==> config.mk <==
export PLATFORM = sky130hd
export DESIGN_NAME = sa_result_writeback
export DESIGN_NICKNAME = d
export VERILOG_FILES = /design/src/rtl/sa_result_writeback.sv
export SDC_FILE = /design/constraint.sdc
export NUM_CORES = 1
export LEC_CHECK = 0
export ABC_AREA = 0
export CORE_MARGIN = 3
export CORE_UTILIZATION = 45
export CTS_CLUSTER_DIAMETER = 150
export DETAILED_ROUTE_END_ITERATION = 10
export PLACE_DENSITY = 0.8
export SETUP_SLACK_MARGIN = 0.15
export SLEW_MARGIN = 20
export SYNTH_ARGS = -nofsm -noshare
export SYNTH_HDL_FRONTEND = slang
export SYNTH_SLANG_ARGS = --single-unit
==> constraint.sdc <==
create_clock -name clk -period 3.1 [get_ports clk]
set_input_delay 0.775 -clock clk [delete_from_list [all_inputs] [get_ports clk]]
set_output_delay 0.775 -clock clk [all_outputs]
set_load 0.005 [all_outputs]
==> src/rtl/sa_result_writeback.sv <==
// Output-side drain controller for the NxN systolic array: snapshots one PE row at a time,
// writes it to result memory in row-major order, then pulses an accumulator clear.
module sa_result_writeback #(
  parameter int N      = 8,
  parameter int ACC_W  = 20,
  parameter int ADDR_W = 10
) (
  input  logic                  clk,
  input  logic                  rst,
  input  logic                  start,
  input  logic [ADDR_W-1:0]     addr_res,
  output logic [$clog2(N)-1:0]  row_sel,
  input  logic [N*ACC_W-1:0]    res_row,
  output logic                  mem_wen,
  output logic [ADDR_W-1:0]     mem_addr,
  output logic [ACC_W-1:0]      mem_wdata,
  input  logic                  mem_ready,
  output logic                  acc_clr,
  output logic                  busy,
  output logic                  done
);

  localparam int RW = $clog2(N);

  typedef enum logic [2:0] {
    S_IDLE,
    S_LATCH,
    S_WRITE,
    S_CLEAR,
    S_DONE
  } state_t;

  state_t            state, state_nxt;
  logic [RW-1:0]     row, col;
  logic [ADDR_W-1:0] base_q;
  logic [N*ACC_W-1:0] row_buf;

  logic xfer, last_col, last_row;

  assign xfer     = (state == S_WRITE) && mem_ready;
  assign last_col = (col == RW'(N - 1));
  assign last_row = (row == RW'(N - 1));

  // NOTE: sequential state uses non-blocking assignments so every register samples pre-edge values.
  always_ff @(posedge clk) begin
    if (rst) state <= S_IDLE;
    else     state <= state_nxt;
  end

  // NOTE: every combinational output gets a default first, so no path can infer a latch.
  always_comb begin
    state_nxt = state;
    case (state)
      S_IDLE:  if (start) state_nxt = S_LATCH;
      S_LATCH: state_nxt = S_WRITE;
      S_WRITE: begin
        if (xfer && last_col) state_nxt = last_row ? S_CLEAR : S_LATCH;
      end
      S_CLEAR: state_nxt = S_DONE;
      S_DONE:  if (!start) state_nxt = S_IDLE;
      default: state_nxt = S_IDLE;
    endcase
  end

  // NOTE: the row snapshot buffer is a plain register bank, so it is cleared with the rest of the state.
  always_ff @(posedge clk) begin
    if (rst) begin
      row     <= '0;
      col     <= '0;
      base_q  <= '0;
      row_buf <= '0;
    end else begin
      case (state)
        S_IDLE: begin
          if (start) begin
            base_q <= addr_res;
            row    <= '0;
            col    <= '0;
          end
        end
        S_LATCH: begin
          row_buf <= res_row;
          col     <= '0;
        end
        S_WRITE: begin
          // A stall leaves row/col untouched, which freezes address and data.
          if (xfer) begin
            if (!last_col)     col <= col + 1'b1;
            else if (!last_row) row <= row + 1'b1;
          end
        end
        default: ;
      endcase
    end
  end

  // Outputs decode only registered state/counters; mem_ready never reaches mem_wen.
  always_comb begin
    row_sel   = row;
    mem_wen   = 1'b0;
    mem_addr  = '0;
    mem_wdata = '0;
    acc_clr   = 1'b0;
    busy      = 1'b0;
    done      = 1'b0;
    case (state)
      S_LATCH: busy = 1'b1;
      S_WRITE: begin
        busy      = 1'b1;
        mem_wen   = 1'b1;
        // N is a power of two, so row*N + col is just the concatenation {row, col}.
        mem_addr  = base_q + ADDR_W'({row, col});
        mem_wdata = row_buf[col*ACC_W +: ACC_W];
      end
      S_CLEAR: begin
        busy    = 1'b1;
        acc_clr = 1'b1;
      end
      S_DONE:  done = 1'b1;
      default: ;
    endcase
  end

endmodule

# Yosys cells after proc, flatten, opt, wreduce, memory -nomap -nowiden
# Index checks and enable logic that the tools add are counted.
# op_classes
addsub	3
multipliers	1
eq_ne	13
n_shift	1
muxes	19
reduce_logical	10
# ops
cell	count
variable part select 160 x 9 -> 20 bit	1
2-to-1 mux 3 bit	9
2-to-1 mux 20 bit	1
case mux 3 bit (5 select lines)	1
!= test 2 bit (second input constant)	6
adder 10 x 6 -> 10 bit	1
2-to-1 mux 10 bit	1
equality test 3 bit (second input constant)	3
case mux 3 bit (3 select lines)	1
adder 3 x 1 -> 3 bit (second input constant)	2
equality test 3 x 2 -> 1 bit (second input constant)	2
multiplier 3 x 3 -> 6 bit (second input constant)	1
case mux 3 bit (2 select lines)	1
AND reduction 5 bit	1
2-to-1 mux 1 bit	4
AND reduction 4 bit	1
equality test 3 x 1 -> 1 bit (second input constant)	1
logical NOT 3 bit	1
AND reduction 3 bit	1
nonzero test 3 bit	1
OR reduction 3 bit	1
logical AND 1 bit	2
2-to-1 mux 2 bit	1
!= test 2 x 1 -> 1 bit (second input constant)	1
2 further kinds	2
# totals
ff_bits	179
in_bits	174

# Longest topological paths before layout
# Gate-level depths: netlist (run 1).
# logic_depth
depth_word	5
mapped_depth	8
mapped_depth_nobuf	7

# Least setup slack after synthesis (run 1)
# OpenSTA, ideal clock, no wires.
# synth_path
path_type	reg-to-output
from	register col[1]
to	output mem_addr[8]
arrival_ps	2070
setup_slack_ps	255
stages_incl_launch_ff	9
n_path_buf	2
path_cell_list	dfxtp_1 -> clkbuf_1 -> clkbuf_1 -> inv_1 -> fa_1 -> nor2b_1 -> o31a_1 -> o311ai_0 -> mux2i_1
# synth_via
elab_chain_len	2
# synth_rtl
item	line_no	rtl
from (decl)	34	logic [RW-1:0] row, col;
from (signal assigned)	88	if (!last_col) col <= col + 1'b1;
adder 10 x 6 -> 10 bit	112	mem_addr = base_q + ADDR_W'({row, col});
2-to-1 mux 10 bit	106	case (state)
to (decl)	15	output logic [ADDR_W-1:0] mem_addr,
# Every way passes these cells.

# Worst setup path after layout (run 1)
# layout_path
from	register col[0]
to	output mem_wdata[10]
# layout_via
elab_chain_len	3
# layout_rtl
item	line_no	rtl
multiplier 3 x 3 -> 6 bit	113	mem_wdata = row_buf[col*ACC_W +: ACC_W];
variable part select 160 x 9 -> 20 bit	113	
2-to-1 mux 20 bit	106	
to (decl)	16	output logic [ACC_W-1:0] mem_wdata,
# Every way passes these cells.

==> results of run 1 <==
where the power goes:
| part | switching (mW) | internal, mW |
|---|---|---|
| clock network | 0.933 | 1.33 |
| registers | 0.0695 | 2.42 |
| logic | 0.367 | 0.446 |
through the flow:
stage	setup WS [ns]	instance area, um2
2_1_floorplan	0.255	7980
3_3_place_gp	0.0496	10300
3_5_place_dp	0.0547	10300
4_1_cts	-0.000612	11400
5_1_grt	0.0401	11500
6_report	0.116	11500
critical path: cells and delay by family (launching register included):
| kind | cells | cell delay [ns] |
|---|---|---|
| and+or+nand+nor | 1 | 0.09 |
| muxes | 2 | 0.69 |
| DFF | 1 | 0.41 |
| buffers and inverters | 5 | 0.60 |
layout by cell type (no fill, tap or decap), types with 5 or more instances in the layout:
cell type	synthesis	final
ha_1	10	5
nor2b_1	6	5
buf_12	0	10
buf_16	0	6
o21ai_0	8	6
ha_4	0	5
clkdlybuf4s50_1	0	179
mux2i_1	26	26
buf_6	1	13
dfxtp_1	179	173
buf_2	31	13
clkbuf_2	0	5
mux4_2	40	40
a21oi_1	174	174
inv_6	0	5
nand2_1	345	345
nor2_1	34	34
clkbuf_16	0	17
dlygate4sd2_1	0	7
buf_4	2	33
state kept, by name (all words and copies together) (netlist names):
name,count
row_sel,3
base_q,10
col,3
row_buf,160
state,3
worst max path at each step:
stage	from	to	slack, ns	cells past startpoint
floorplan	col[1]	mem_addr[8]	0.26	8
global placement	col[0]	mem_addr[8]	0.05	8
detailed placement	col[0]	mem_addr[8]	0.05	8
CTS	col[0]	mem_addr[8]	-0.0006	8
global route	col[0]	mem_addr[8]	0.04	8
finish	col[0]	mem_wdata[10]	0.12	8
cells by family after synthesis:
kind of cell | synth area share (%)
simple gates | 21.1
compound gates | 13.2
mux | 14.5
buf+inv | 4.44
flops | 44.9
fa+ha+maj | 1.82
cell usage after synthesis (all sizes together):
cell type	number	share of area (%)
o21ai	8	0.50
or3b	2	0.28
buf	34	2.3
nand2b	4	0.31
mux2i	26	3.3
nand2	345	16
fa	1	0.25
nor4	1	0.078
o311ai	1	0.11
or2	1	0.078
nor4b	2	0.30
nand3b	2	0.19
inv	5	0.24
a2bb2oi	1	0.19
a31oi	2	0.16
o21a	2	0.19
nor3b	5	0.47
dfxtp	179	45
o31a	1	0.11
nor2b	6	0.47
a211oi	5	0.63
and2	4	0.31
o21bai	1	0.094
nand3	4	0.25
a21o	2	0.19
and4	1	0.11
a21oi	174	11
mux4	40	11
a41o	1	0.13
clkbuf	41	1.9
nor3	3	0.19
ha	10	1.6
nor2	35	1.7
or3	2	0.16
layout make-up:
cell class                      count  area share (%)
Multi-Input combinational cell    692            36.4
Tap cell                          225            2.45
Clock buffer                       19            3.95
Sequential cell                   179            31.4
Clock inverter                     13            1.49
Timing Repair Buffer              272            24.2
Inverter                            5           0.185
what timing repair did:
| item | 4_1_cts | 5_1_grt |
|---|---|---|
| pin swaps | 15 | 9 |
| cloned | 5 | 0 |
| buffers inserted | 31 | 5 |
| hold buffers | 0 | 0 |
| endpoints found under the setup margin | 29 | 24 |
| resized for setup | 113 | 19 |
metal layers:
metal,wire length [um],share of wire (%),up-vias,global-route usage [%]
met2,12000,50,257,41.0
met4,635,2.6,6,9.22
met5,36,0.15,-,0
li1,-,-,3639,-
met3,1590,6.6,47,6.62
met1,9870,41,3511,29.7
==> qor.txt, run 1 <==
Row count: 48
Setup violations, final: 0
Max-Cap Viols: 0
Hold Path Cell Cnt: 2
Skew final: 0.00774 ns
Register area: 3600 um2
Syn. warnings: 0
Antenna viol nets, final: 0
CP max-delay cell: mux4_2
Worst hold path class: reg2reg
Final Cycle Share: 96.3%
Final HPWL DP: 15900 um
Layout cells sized above 1: 15.5%
Final core utilization: 66.1%
FF-to-FF End: col[0]
R2r worst-path depth: 10
Mapped Area: 7980 um2
Later-pin clock latency in the skew report: 0.42 ns
Largest net degree at the start of global routing: 76
Gp weighted congestion: 0.839
Tot GR Track Use: 24.3%
Final Max Slew Viols: 0
Die area: 19400 um2
Crit path largest cell delay: 0.53 ns
Multi-input gate area: 4170 um2
Synthesized area per cell: 8.39 um2
Cell variety after synth: 40
Worst slew pin tran: 0.751 ns
CTS root buf: clkbuf_16
Worst Path Required: 2.32 ns
Flop-to-flop setup slack: 0.61 ns
WL per Instance: 17.2 um
TritonCTS Buffers: 17
Final Hold Fails: 0
1st-iter DRT viols: 408
H-Tree Depth: 4
Hold EP: row_buf[25]
Crit-path max FO: 7
Fmax: 0.335 GHz
Minimum clock period: 2.98 ns
Core area: 17400 um2
RSZ-0062 raised after global routing: true
Via Count: 7460
Crit Path Category: reg2out
IO Port Bufs: 210
Non-filler cells, final: 1405
Worst-path clk slew: 0.07 ns
Placed insts: 1332
Number of fill cells in the layout: 1375
Post-route setup TNS: 0 ns
Clock Tree Buf Depth: 2
Die Wd: 139 um
Layout area overhead: 43.7%
Worst Setup End Kind: output pin
Max-slew headroom: 49.8%
Drc violations: 0
CTS tree: done
Antenna violations before repair: 3
Critical Path AT: 2.21 ns
Starting Density: 46.0%
WL final: 24100 um
Worst r2r src: col[0]
Antenna diodes: 0
PwrDens: 485 nW/um2
First-pass GRT wire length: 37500 um
Status: finished, final reports clean
Die height: 139 um
Lkg Pwr: 4.16 nW
Ports: 211
Pre-antenna DRT Iters: 5
Peak supply drop: 400 uV
Net count, final: 1352
Synthesized flop and latch total: 179
Hold Startpoint: row_buf[25]
GR Overflow Total: 0
Register area share after synthesis: 44.9%
WHS: 0.452 ns
Cells along the critical path: buf_4 > buf_16 > buf_12 > buf_6 > mux4_2 > mux2i_1 > nor2_1 > buf_2
Pwr Total: 5.56 mW
Post-Syn Nets: 1136
Synth Instances: 951
Clock sink count: 179
Critical path launch point type: register
Vias in the first global route: 7387
Vias per inst: 5.31
(Power assumes the default switching activity.)
==> run 2: changes to the inputs <==
--- a/config.mk
+++ b/config.mk
@@ -7,10 +7,10 @@
 export LEC_CHECK = 0
 export ABC_AREA = 0
 export CORE_MARGIN = 3
-export CORE_UTILIZATION = 45
+export CORE_UTILIZATION = 44
 export CTS_CLUSTER_DIAMETER = 150
 export DETAILED_ROUTE_END_ITERATION = 10
-export PLACE_DENSITY = 0.8
+export PLACE_DENSITY = 0.81
 export SETUP_SLACK_MARGIN = 0.15
 export SLEW_MARGIN = 20
 export SYNTH_ARGS = -nofsm -noshare
==> constraint.sdc (replaced) <==
create_clock -name clk -period 2.5 [get_ports clk]
set_input_delay 0.625 -clock clk [delete_from_list [all_inputs] [get_ports clk]]
set_output_delay 0.625 -clock clk [all_outputs]
set_load 0.005 [all_outputs]
==> qor.txt, run 2 (same netlist as run 1, synthesis figures left out) <==
Status: complete, but fails checks
Failing checks: setup timing
Sw frac: 24.8%
Worst slew pin tran: 0.653 ns
Skew final: 0.0114 ns
CTS tree: done
Non-filler cells, final: 1431
GR Overflow Total: 0
Tot GR Track Use: 24.9%
Row count: 48
Internal power: 5.19 mW
Final Cycle Share: 116%
WL per Instance: 17.7 um
Via Count: 7645
Crit Path Category: reg2out
H-Tree Depth: 4
Worst hold path class: reg2reg
Worst Path Required: 1.88 ns
1st-iter DRT viols: 562
Clock power frac: 40.1%
Met1 Use GR: 30.3%
TritonCTS Buffers: 17
Worst-path clk slew: 0.07 ns
WL final: 25400 um
Fmax: 0.344 GHz
Final Max Slew Viols: 0
Largest regs: row_buf (160), base_q (10)
Max-Cap Viols: 0
Drc violations: 0
WHS: 0.451 ns
Layout cells sized above 1: 19.6%
Starting Density: 45.5%
Core area: 17500 um2
Ports: 211
Hold Path Cell Cnt: 2
Clock Tree Buf Depth: 2
Net count, final: 1378
CTS root buf: clkbuf_16
Minimum clock period: 2.91 ns
Sequential share of power: 44.7%
Worst Setup End Kind: output pin
R2r worst-path depth: 13
Largest net degree at the start of global routing: 63
Placed insts: 1357
Final HPWL DP: 17100 um
Crit-path max FO: 2
Setup violations, final: 30
Clock sink count: 179
Biggest register: row_buf
Die height: 141 um
Busiest grt layer: met2
Pre-antenna DRT Iters: 5
Gp weighted congestion: 0.832
Max-slew headroom: 56.4%
Vias per inst: 5.34
Lkg Pwr: 4.29 nW
Antenna violations before repair: 4
Die area: 19800 um2
Later-pin clock latency in the skew report: 0.43 ns
Die Wd: 141 um
Commonest non-fill, non-tap cell in the layout: nand2_1
Vias in the first global route: 7639
Setup ws final: -0.407 ns
IO Port Bufs: 210
Antenna viol nets, final: 0
Final Hold Fails: 0
Peak supply drop: 535 uV
Critical Path AT: 2.28 ns
Logic pwr share: 15.2%
Layout area overhead: 47.7%
GR Util met2: 43.0%
First-pass GRT wire length: 39200 um
Number of fill cells in the layout: 1369
Post-CTS Hold Fix Bufs: 0
Critical path launch point type: register
PwrDens: 586 nW/um2
Sw Pwr: 1.71 mW
Pwr Total: 6.90 mW
Largest register FFs: 160
RSZ-0062 raised after global routing: true
Most frequent cells in the layout: nand2_1, clkdlybuf4s50_1, a21oi_1
Met3 usage: 5.97%
==> run 2: cell types whose count changed in the layout (fill, tap and decap cells not counted), moves of 6 or more <==
cell           before  now
buf_2              13   27
buf_12             10   18
dlygate4sd2_1       7    1
buf_4              33   42
buf_6              13   25
dfxtp_2             3    9
==> run 2: power groups by stage <==
stage / clock (mW) / sequential, mW / combinational [mW]
detailed placement: 0 / 3.14 / 0.957
global placement: 0 / 3.13 / 0.943
floorplan: 0 / 3.11 / 0.492
finish: 2.76 / 3.09 / 1.05
global route: 2.91 / 3.10 / 1.14
CTS: 2.79 / 3.08 / 1.02
==> run 2: through the flow <==
stage / setup TNS [ns] / setup slack [ns] / utilization [%] / instance area, um2
after floorplan: 0 / 0.167 / - / 8010
after global placement: -4.59 / -0.281 / 60.0 / 10500
after detailed placement: -4.79 / -0.314 / 60.0 / 10500
after CTS: -5.70 / -0.409 / 66.5 / 11700
after global routing: -9.42 / -0.472 / 67.2 / 11800
final: -7.15 / -0.407 / 67.2 / 11800
==> run 2: path summary, 6_finish.rpt <==
check / slack (ns) / end / startpoint
max: -0.41 / mem_addr[8] / col[0]
min: 0.45 / row_buf[74] / row_buf[74]
max reg2reg: -0.10 / col[2] / col[0]
min reg2reg: 0.45 / row_buf[74] / row_buf[74]
==> run 2: worst max-delay path, cell delays in order, from the launching register on <==
cell and delay (ns):
dfxtp_4 0.36, ha_4 0.16, inv_2 0.05, fa_2 0.21
nor2b_2 0.05, o31a_1 0.32, buf_6 0.14, o311ai_4 0.21
mux2i_1 0.22, buf_2 0.13
==> run 2: what timing repair did <==
action                     in CTS  in global routing
pin swaps                      31                 25
setup endpoints to repair      33                 33
gates cloned                    2                  0
setup buffers                  35                  5
gates resized for setup       186                 29
hold endpoints to repair        0                  0
==> run 2: layout make-up <==
cell class	count	area, um2	share of cell area [%]
Multi-Input combinational cell	692	4280	36.3
Sequential cell	179	3600	30.6
Timing Repair Buffer	298	2990	25.4
Clock buffer	21	492	4.17
Tap cell	225	282	2.39
Clock inverter	10	119	1.01
Inverter	5	18.8	0.159
Antenna cell	1	2.50	0.0212
==> run 2: layer usage <==
layer	wire length (um)	vias up	share of wire, %
li1	-	3686	-
met1	9860	3581	39
met2	12700	307	50
met3	2060	65	8.1
met4	763	6	3.0
met5	38	-	0.15
==> run 3: changes to the inputs <==
--- a/config.mk
+++ b/config.mk
@@ -7,10 +7,10 @@
 export LEC_CHECK = 0
 export ABC_AREA = 0
 export CORE_MARGIN = 3
-export CORE_UTILIZATION = 44
+export CORE_UTILIZATION = 40
 export CTS_CLUSTER_DIAMETER = 150
 export DETAILED_ROUTE_END_ITERATION = 10
-export PLACE_DENSITY = 0.81
+export PLACE_DENSITY = 0.76
 export SETUP_SLACK_MARGIN = 0.15
 export SLEW_MARGIN = 20
 export SYNTH_ARGS = -nofsm -noshare
==> qor.txt, run 3 (same netlist as run 1, synthesis figures left out) <==
Status: complete, but fails checks
Failing checks: setup timing
Final core utilization: 59.6%
Drc violations: 0
Top Metal Used: met5
Vias per inst: 5.19
1st-iter DRT viols: 431
Antenna viol nets, final: 0
Lkg Pwr: 4.22 nW
Layout cells sized above 1: 18.3%
Ports: 211
Crit Path Category: reg2out
Tot GR Track Use: 21.9%
Clock Tree Buf Depth: 2
WL per Instance: 16.7 um
Pre-antenna DRT Iters: 6
Pwr Total: 6.78 mW
Post-DP Area: 10500 um2
WHS: 0.452 ns
Gp weighted congestion: 0.848
Met1 wire length: 9560 um
Critical path launch point type: register
Later-pin clock latency in the skew report: 0.43 ns
Post-route setup TNS: -7.32 ns
Crit-path max FO: 4
Worst Path Required: 1.88 ns
Max-Cap Viols: 0
IO Port Bufs: 210
Worst hold path class: reg2reg
Largest regs: row_buf (160), base_q (10)
Row count: 51
Commonest non-fill, non-tap cell in the layout: nand2_1
Antenna diodes: 0
Clock sink count: 179
Met3 WL: 1820 um
Antenna violations before repair: 2
Setup ws final: -0.399 ns
H-Tree Depth: 4
RSZ-0062 raised after global routing: true
Max-slew headroom: 59.3%
Vias in the first global route: 7254
Die Wd: 147 um
Final instance area: 11600 um2
Internal power: 5.03 mW
Via Count: 7581
Worst Setup End Kind: output pin
Number of fill cells in the layout: 1734
TritonCTS Buffers: 17
Net count, final: 1369
Setup violations, final: 26
Most frequent cells in the layout: nand2_1, clkdlybuf4s50_1, dfxtp_1
Logic pwr share: 15.1%
Core area: 19500 um2
Sw Pwr: 1.75 mW
Layout area overhead: 45.7%
Metal2 WL: 12500 um
WL final: 24400 um
First-pass GRT wire length: 37600 um
Starting Density: 40.9%
Clock power frac: 39.4%
PwrDens: 583 nW/um2
Die height: 147 um
Fmax: 0.345 GHz
Final HPWL DP: 16600 um
Sequential share of power: 45.5%
Final Max Slew Viols: 0
Worst-path clk slew: 0.07 ns
Peak supply drop: 496 uV
Biggest register: row_buf
GR Overflow Total: 0
Minimum clock period: 2.90 ns
Final Hold Fails: 0
Final Cycle Share: 116%
Skew final: 0.00715 ns
Worst slew pin tran: 0.610 ns
CTS tree: done
CTS root buf: clkbuf_16
Critical Path AT: 2.27 ns
Die area: 21700 um2
Sw frac: 25.9%
Largest net degree at the start of global routing: 115
Largest register FFs: 160
[run 3: cell types whose count changed in the layout (fill, tap and decap cells not counted), moves of 2 or more]
cell      previous run  this run
clkinv_4             0         2
ha_1                 2         5
buf_16               1         4
buf_12              18        13
buf_6               25        16
ha_4                 8         5
inv_8                0         3
dfxtp_2              9         4
buf_4               42        44
dfxtp_1            168       173
clkbuf_8             3         0
[run 3: area by class of cell]
type	instances	area, um2	share of cell area [%]
clock buffer	19	454	3.90
inverter	5	21.3	0.183
tap	265	332	2.85
multi-input combinational	692	4230	36.4
timing repair buffer	289	2860	24.6
sequential	179	3600	30.9
clock inverter	13	136	1.17
[run 3: worst paths after layout]
| check | slack [ns] | endpoint | depth (start not counted) | startpoint |
|---|---|---|---|---|
| min | 0.45 | row_buf[69] | 2 | row_buf[69] |
| min reg2reg | 0.45 | row_buf[69] | 2 | row_buf[69] |
| max | -0.40 | mem_addr[8] | 9 | col[0] |
| max reg2reg | 0.06 | col[0] | 11 | col[0] |
[run 3: worst max-delay path: stages (launching register included)]
cell,delay (ns)
dfxtp_4,0.36
ha_4,0.16
inv_2,0.05
fa_2,0.21
nor2b_2,0.05
o31a_1,0.34
buf_6,0.14
o311ai_4,0.21
mux2i_1,0.20
buf_2,0.13
[run 3: what timing repair did]
| item | 4_1_cts | 5_1_grt |
|---|---|---|
| buffers inserted | 19 | 16 |
| cloned | 3 | 0 |
| gates resized for setup | 163 | 28 |
| endpoints found under the setup margin | 32 | 36 |
| hold buffers | 0 | 0 |
| pin swaps | 25 | 23 |
[run 3: power by group through the flow]
stage | clock [mW] | sequential, mW | combinational (mW)
floorplan | 0 | 3.11 | 0.492
global placement | 0 | 3.13 | 0.935
detailed placement | 0 | 3.14 | 0.947
CTS | 2.71 | 3.08 | 1.00
global route | 2.84 | 3.10 | 1.12
finish | 2.67 | 3.08 | 1.03
[run 3: layer usage]
layer / vias to the layer above / GRT usage [%]
met5: - / 0
met2: 263 / 38.1
met3: 30 / 6.14
met1: 3606 / 26.6
met4: 4 / 5.96
li1: 3678 / -
[run 3: metrics by stage]
step | std cells | setup WS (ns)
floorplan | 951 | 0.167
global placement | 1392 | -0.291
detailed placement | 1392 | -0.301
CTS | 1446 | -0.415
global route | 1462 | -0.511
finish | 1462 | -0.399
==> RTL edit 1: new RTL, flow settings as in run 2 <==
Make the reset (`rst`) asynchronous in 2 clocked blocks.
--- a/src/rtl/sa_result_writeback.sv
+++ b/src/rtl/sa_result_writeback.sv
@@ -44,3 +44,3 @@
   // NOTE: sequential state uses non-blocking assignments so every register samples pre-edge values.
-  always_ff @(posedge clk) begin
+  always_ff @(posedge clk or posedge rst) begin
     if (rst) state <= S_IDLE;
@@ -65,3 +65,3 @@
   // NOTE: the row snapshot buffer is a plain register bank, so it is cleared with the rest of the state.
-  always_ff @(posedge clk) begin
+  always_ff @(posedge clk or posedge rst) begin
     if (rst) begin
Function: differs if rst is asserted again (counterexample within 4 cycles, from zero or initial values and one cycle with rst high); with rst held inactive, the same outputs for 4 cycles.
==> RTL edit 1 against run 2 <==
The run still ends with setup timing left. Setup slack lost 72 ps. Hold slack better by 24 ps. Synthesized area rose by 6.6%. Via count shrank 22%. Critical endpoint is now mem_wdata[8]. Final area rose by 4.0%. Critical path type unchanged. Sequential cell count is the same. Wire length fell by 11%.
Power is not compared: it rests on default switching activity, and its combinational part moved more than twofold at a synthesized area within 25%.
==> RTL edit 1: results (changes against run 2) <==
| Metric | Value |
|---|---|
| Critical path's slowest cell | `dfrtp_4` |
| Clock transition at the registers of the reported paths | `70 ps (about the same)` |
| DP Worst Slack | `-491.4 ps (-177.0 ps)` |
| GP Congestion | `0.8328 (+0.14%)` |
| Worst setup margin | `-479.0 ps (-71.70 ps)` |
| Wirelength per Cell | `20.09 µm (+13%)` |
| Post-synth cell types | `42 (+5.0%)` |
| Synth async-reset ratio | `1.000 (+1.000)` |
| Worst Setup SP | `col[0]` |
| Leak pwr | `5.117 nW` |
| Hold Crit Class | `in2async` |
| Drt pass-1 iters | `4 (-1)` |
| Syn nets | `777 (-32%)` |
| Placed cell count | `1063 (-22%)` |
| Sequential fraction of the synthesis area | `0.5265 (+0.07750)` |
| Final HPWL DP | `15130 µm (-12%)` |
| Clk pwr | `2.86 mW` |
| Crit path max-delay family | `buffers and inverters` |
| R2R depth | `10 (-3)` |
| Final hold slack | `474.6 ps (+23.81 ps)` |
| Setup bufs post-CTS | `27 (-23%)` |
| Nets@finish | `1042 (-24%)` |
| Reg2reg setup slack | `70 ps (+170 ps)` |
| Num CTS Buffers | `17 (unchanged)` |
| H-tree depth | `4 (unchanged)` |
| Total global routing track utilization | `0.2185 (-0.03092)` |
| Worst path arrival time | `2350 ps (+70 ps)` |
| DP Area | `11070 µm² (+5.2%)` |
| Setup TNS | `-9519 ps (-2366 ps)` |
| Synth area leaders | `dfrtp_1, mux2_1, mux4_2, mux2_2, nand2_1` |
| Largest net degree at the start of global routing | `106 (+68%)` |
| First-pass GRT wire length | `35980 µm (-8.2%)` |
| Post-cts sizing count | `189 (+1.6%)` |
| N_diodes | `0 (-1)` |
| Critical Path End | `mem_wdata[8]` |
| Slowest Stage Delay on Critical Path | `500 ps (+140 ps)` |
| Synth Flop Type | `dfrtp_1` |
| Violations in the final reports | `setup timing` |
| Routed wire length | `22680 µm (-11%)` |
| Crit Reg-Reg Endpoint | `col[0]` |
| Post-Syn Instances | `592 (-38%)` |
| Tightest Pin Transition | `630.8 ps (-21.86 ps)` |
| Clock Skew | `13.54 ps (+2.113 ps)` |
| Largest regs | `row_buf (160), base_q (10)` |
| Final setup vio count | `27 (-10%)` |
| Outcome | `finished, violations left` |
| Initial antenna violation count | `1 (-3)` |
| CP Max Fanout | `6 (+4)` |
| Clock Tree Buf Depth | `2 (unchanged)` |
| Vias in the first global route | `6524 (-15%)` |
| Initial DRC count | `245 (-56%)` |
| DR vias/cell | `5.272 (-1.3%)` |
| Most frequent cells after synthesis | `dfrtp_1, mux2_1, mux2_2` |
| Layout cells sized above 1 | `0.3533 (+0.1574)` |
| Peak supply drop | `0.0006586 V` |
| Critical R2R Launch | `col[0]` |
-- RTL edit 1: area by class of cell --
class                           count  area [µm²]
Fill cell                        1366        6569
Inverter                            9       45.04
Timing Repair Buffer              285        2809
Sequential cell                   179        4484
Tap cell                          260       325.3
Clock inverter                     13       198.9
Multi-Input combinational cell    365        3970
Clock buffer                       18       429.2
-- RTL edit 1: cells by family after synthesis --
kind of cell / count (synthesis) / synth area share
buffers and inverters: 48 / 0.03544
adder cells (fa/ha/maj): 11 / 0.01706
flip-flops: 179 / 0.5265
AND/OR/NAND/NOR: 90 / 0.05044
AO/OA/AOI/OAI: 51 / 0.03633
multiplexers: 213 / 0.3343
-- RTL edit 1: metal layers --
metal / up-vias / track usage / part of all wire
met5: - / 0 / 0.00088
met4: 2 / 0.05983 / 0.013
met3: 22 / 0.07745 / 0.072
met2: 193 / 0.3650 / 0.50
met1: 3048 / 0.2715 / 0.41
li1: 2687 / - / -
==> RTL edit 2: new RTL, settings of run 2 <==
Without the edit above. The parameter `ACC_W` goes from 20 to 16.
--- a/src/rtl/sa_result_writeback.sv
+++ b/src/rtl/sa_result_writeback.sv
@@ -4,3 +4,3 @@
   parameter int N      = 8,
-  parameter int ACC_W  = 20,
+  parameter int ACC_W  = 16,
   parameter int ADDR_W = 10
Ports: changed (resized mem_wdata and res_row); port bits go from 211 to 175. The function was not compared with the original's and may differ.
==> RTL edit 2 against run 2 <==
The flow still finishes with violations (setup timing). Wire length down 19%. Power decreased by 11%. Sequential cell count shrank 32. Combinational power fell by 17%. Synthesized area decreased by 17%. Hold slack about the same. Highest routed layer unchanged. Utilization increased by 0.47 points. Setup slack better by 12 ps. Final area shrank 16%.
==> RTL edit 2: results (changes against run 2) <==
| Metric | Value |
|---|---|
| Outcome | `finished, violations left` |
| Violations in the final reports | `setup timing` |
| DP Area | `8746 µm² (-17%)` |
| Mux contribution to synthesized area | `0.1387 (-0.006766)` |
| Initial DRC count | `326 (-42%)` |
| Wirelength per Cell | `17.34 µm (-2.3%)` |
| DP Worst Slack | `-272.5 ps (+41.82 ps)` |
| Synth area leaders | `dfxtp_1, nand2_1, a21oi_1, mux4_2, mux2i_1` |
| Peak supply drop | `0.0004268 V (-20%)` |
| Sequential power | `2.53 mW (-18%)` |
| Synthesized flop and latch total | `147 (-18%)` |
| Number of non-clock buffers | `245 (-18%)` |
| Setup bufs post-CTS | `24 (-31%)` |
| Clock Skew | `5.285 ps (-6.138 ps)` |
| Setup TNS | `-4874 ps (+2279 ps)` |
| Final setup vio count | `22 (-27%)` |
| Slew headroom | `0.5099 (-0.05399)` |
| Sequential fraction of the synthesis area | `0.4433 (-0.005701)` |
| Initial antenna violation count | `1 (-3)` |
| Metal3 WL | `1355 µm (-34%)` |
| N_diodes | `0 (-1)` |
| Most frequent cells after synthesis | `nand2_1, dfxtp_1, a21oi_1` |
| Clock Power Share | `0.444 (+0.043)` |
| Worst setup margin | `-395.5 ps (+11.74 ps)` |
| Post-synth cell types | `39 (-2.5%)` |
| Final-layout non-clock buffer area share | `0.2473 (-0.006181)` |
| Sw Ratio | `0.2312 (-0.01661)` |
| Vias in the first global route | `6244 (-18%)` |
| Clk tree area frac | `0.06427 (+0.01246)` |
| Nets@finish | `1148 (-17%)` |
| Synth Area in Compound Gates | `0.1349 (+0.002946)` |
==> RTL edit 2: logic make-up after synthesis <==
kind of cell | after synthesis
muxes | 52
AOI/OAI and AO/OA | 168
buffers and inverters | 67
and+or+nand+nor | 348
adders and majority gates | 11
DFF | 147
==> RTL edit 2: worst paths after layout <==
path | start | slack (ps) | endpoint | cells after the start
max | col[0] | -400 | mem_addr[8] | 9
min | row_buf[97] | 450 | row_buf[97] | 2
max reg2reg | col[0] | 220 | col[0] | 10
min reg2reg | row_buf[97] | 450 | row_buf[97] | 2
==> RTL edit 2: stage by stage <==
step | util | total power, mW | cells
2_1_floorplan | - | 2.959 | 793
3_3_place_gp | 0.5972 | 3.355 | 1129
5_1_grt | 0.6767 | 6.361 | 1192
3_5_place_dp | 0.5972 | 3.370 | 1129
4_1_cts | 0.6701 | 6.145 | 1188
6_report | 0.6767 | 6.128 | 1192
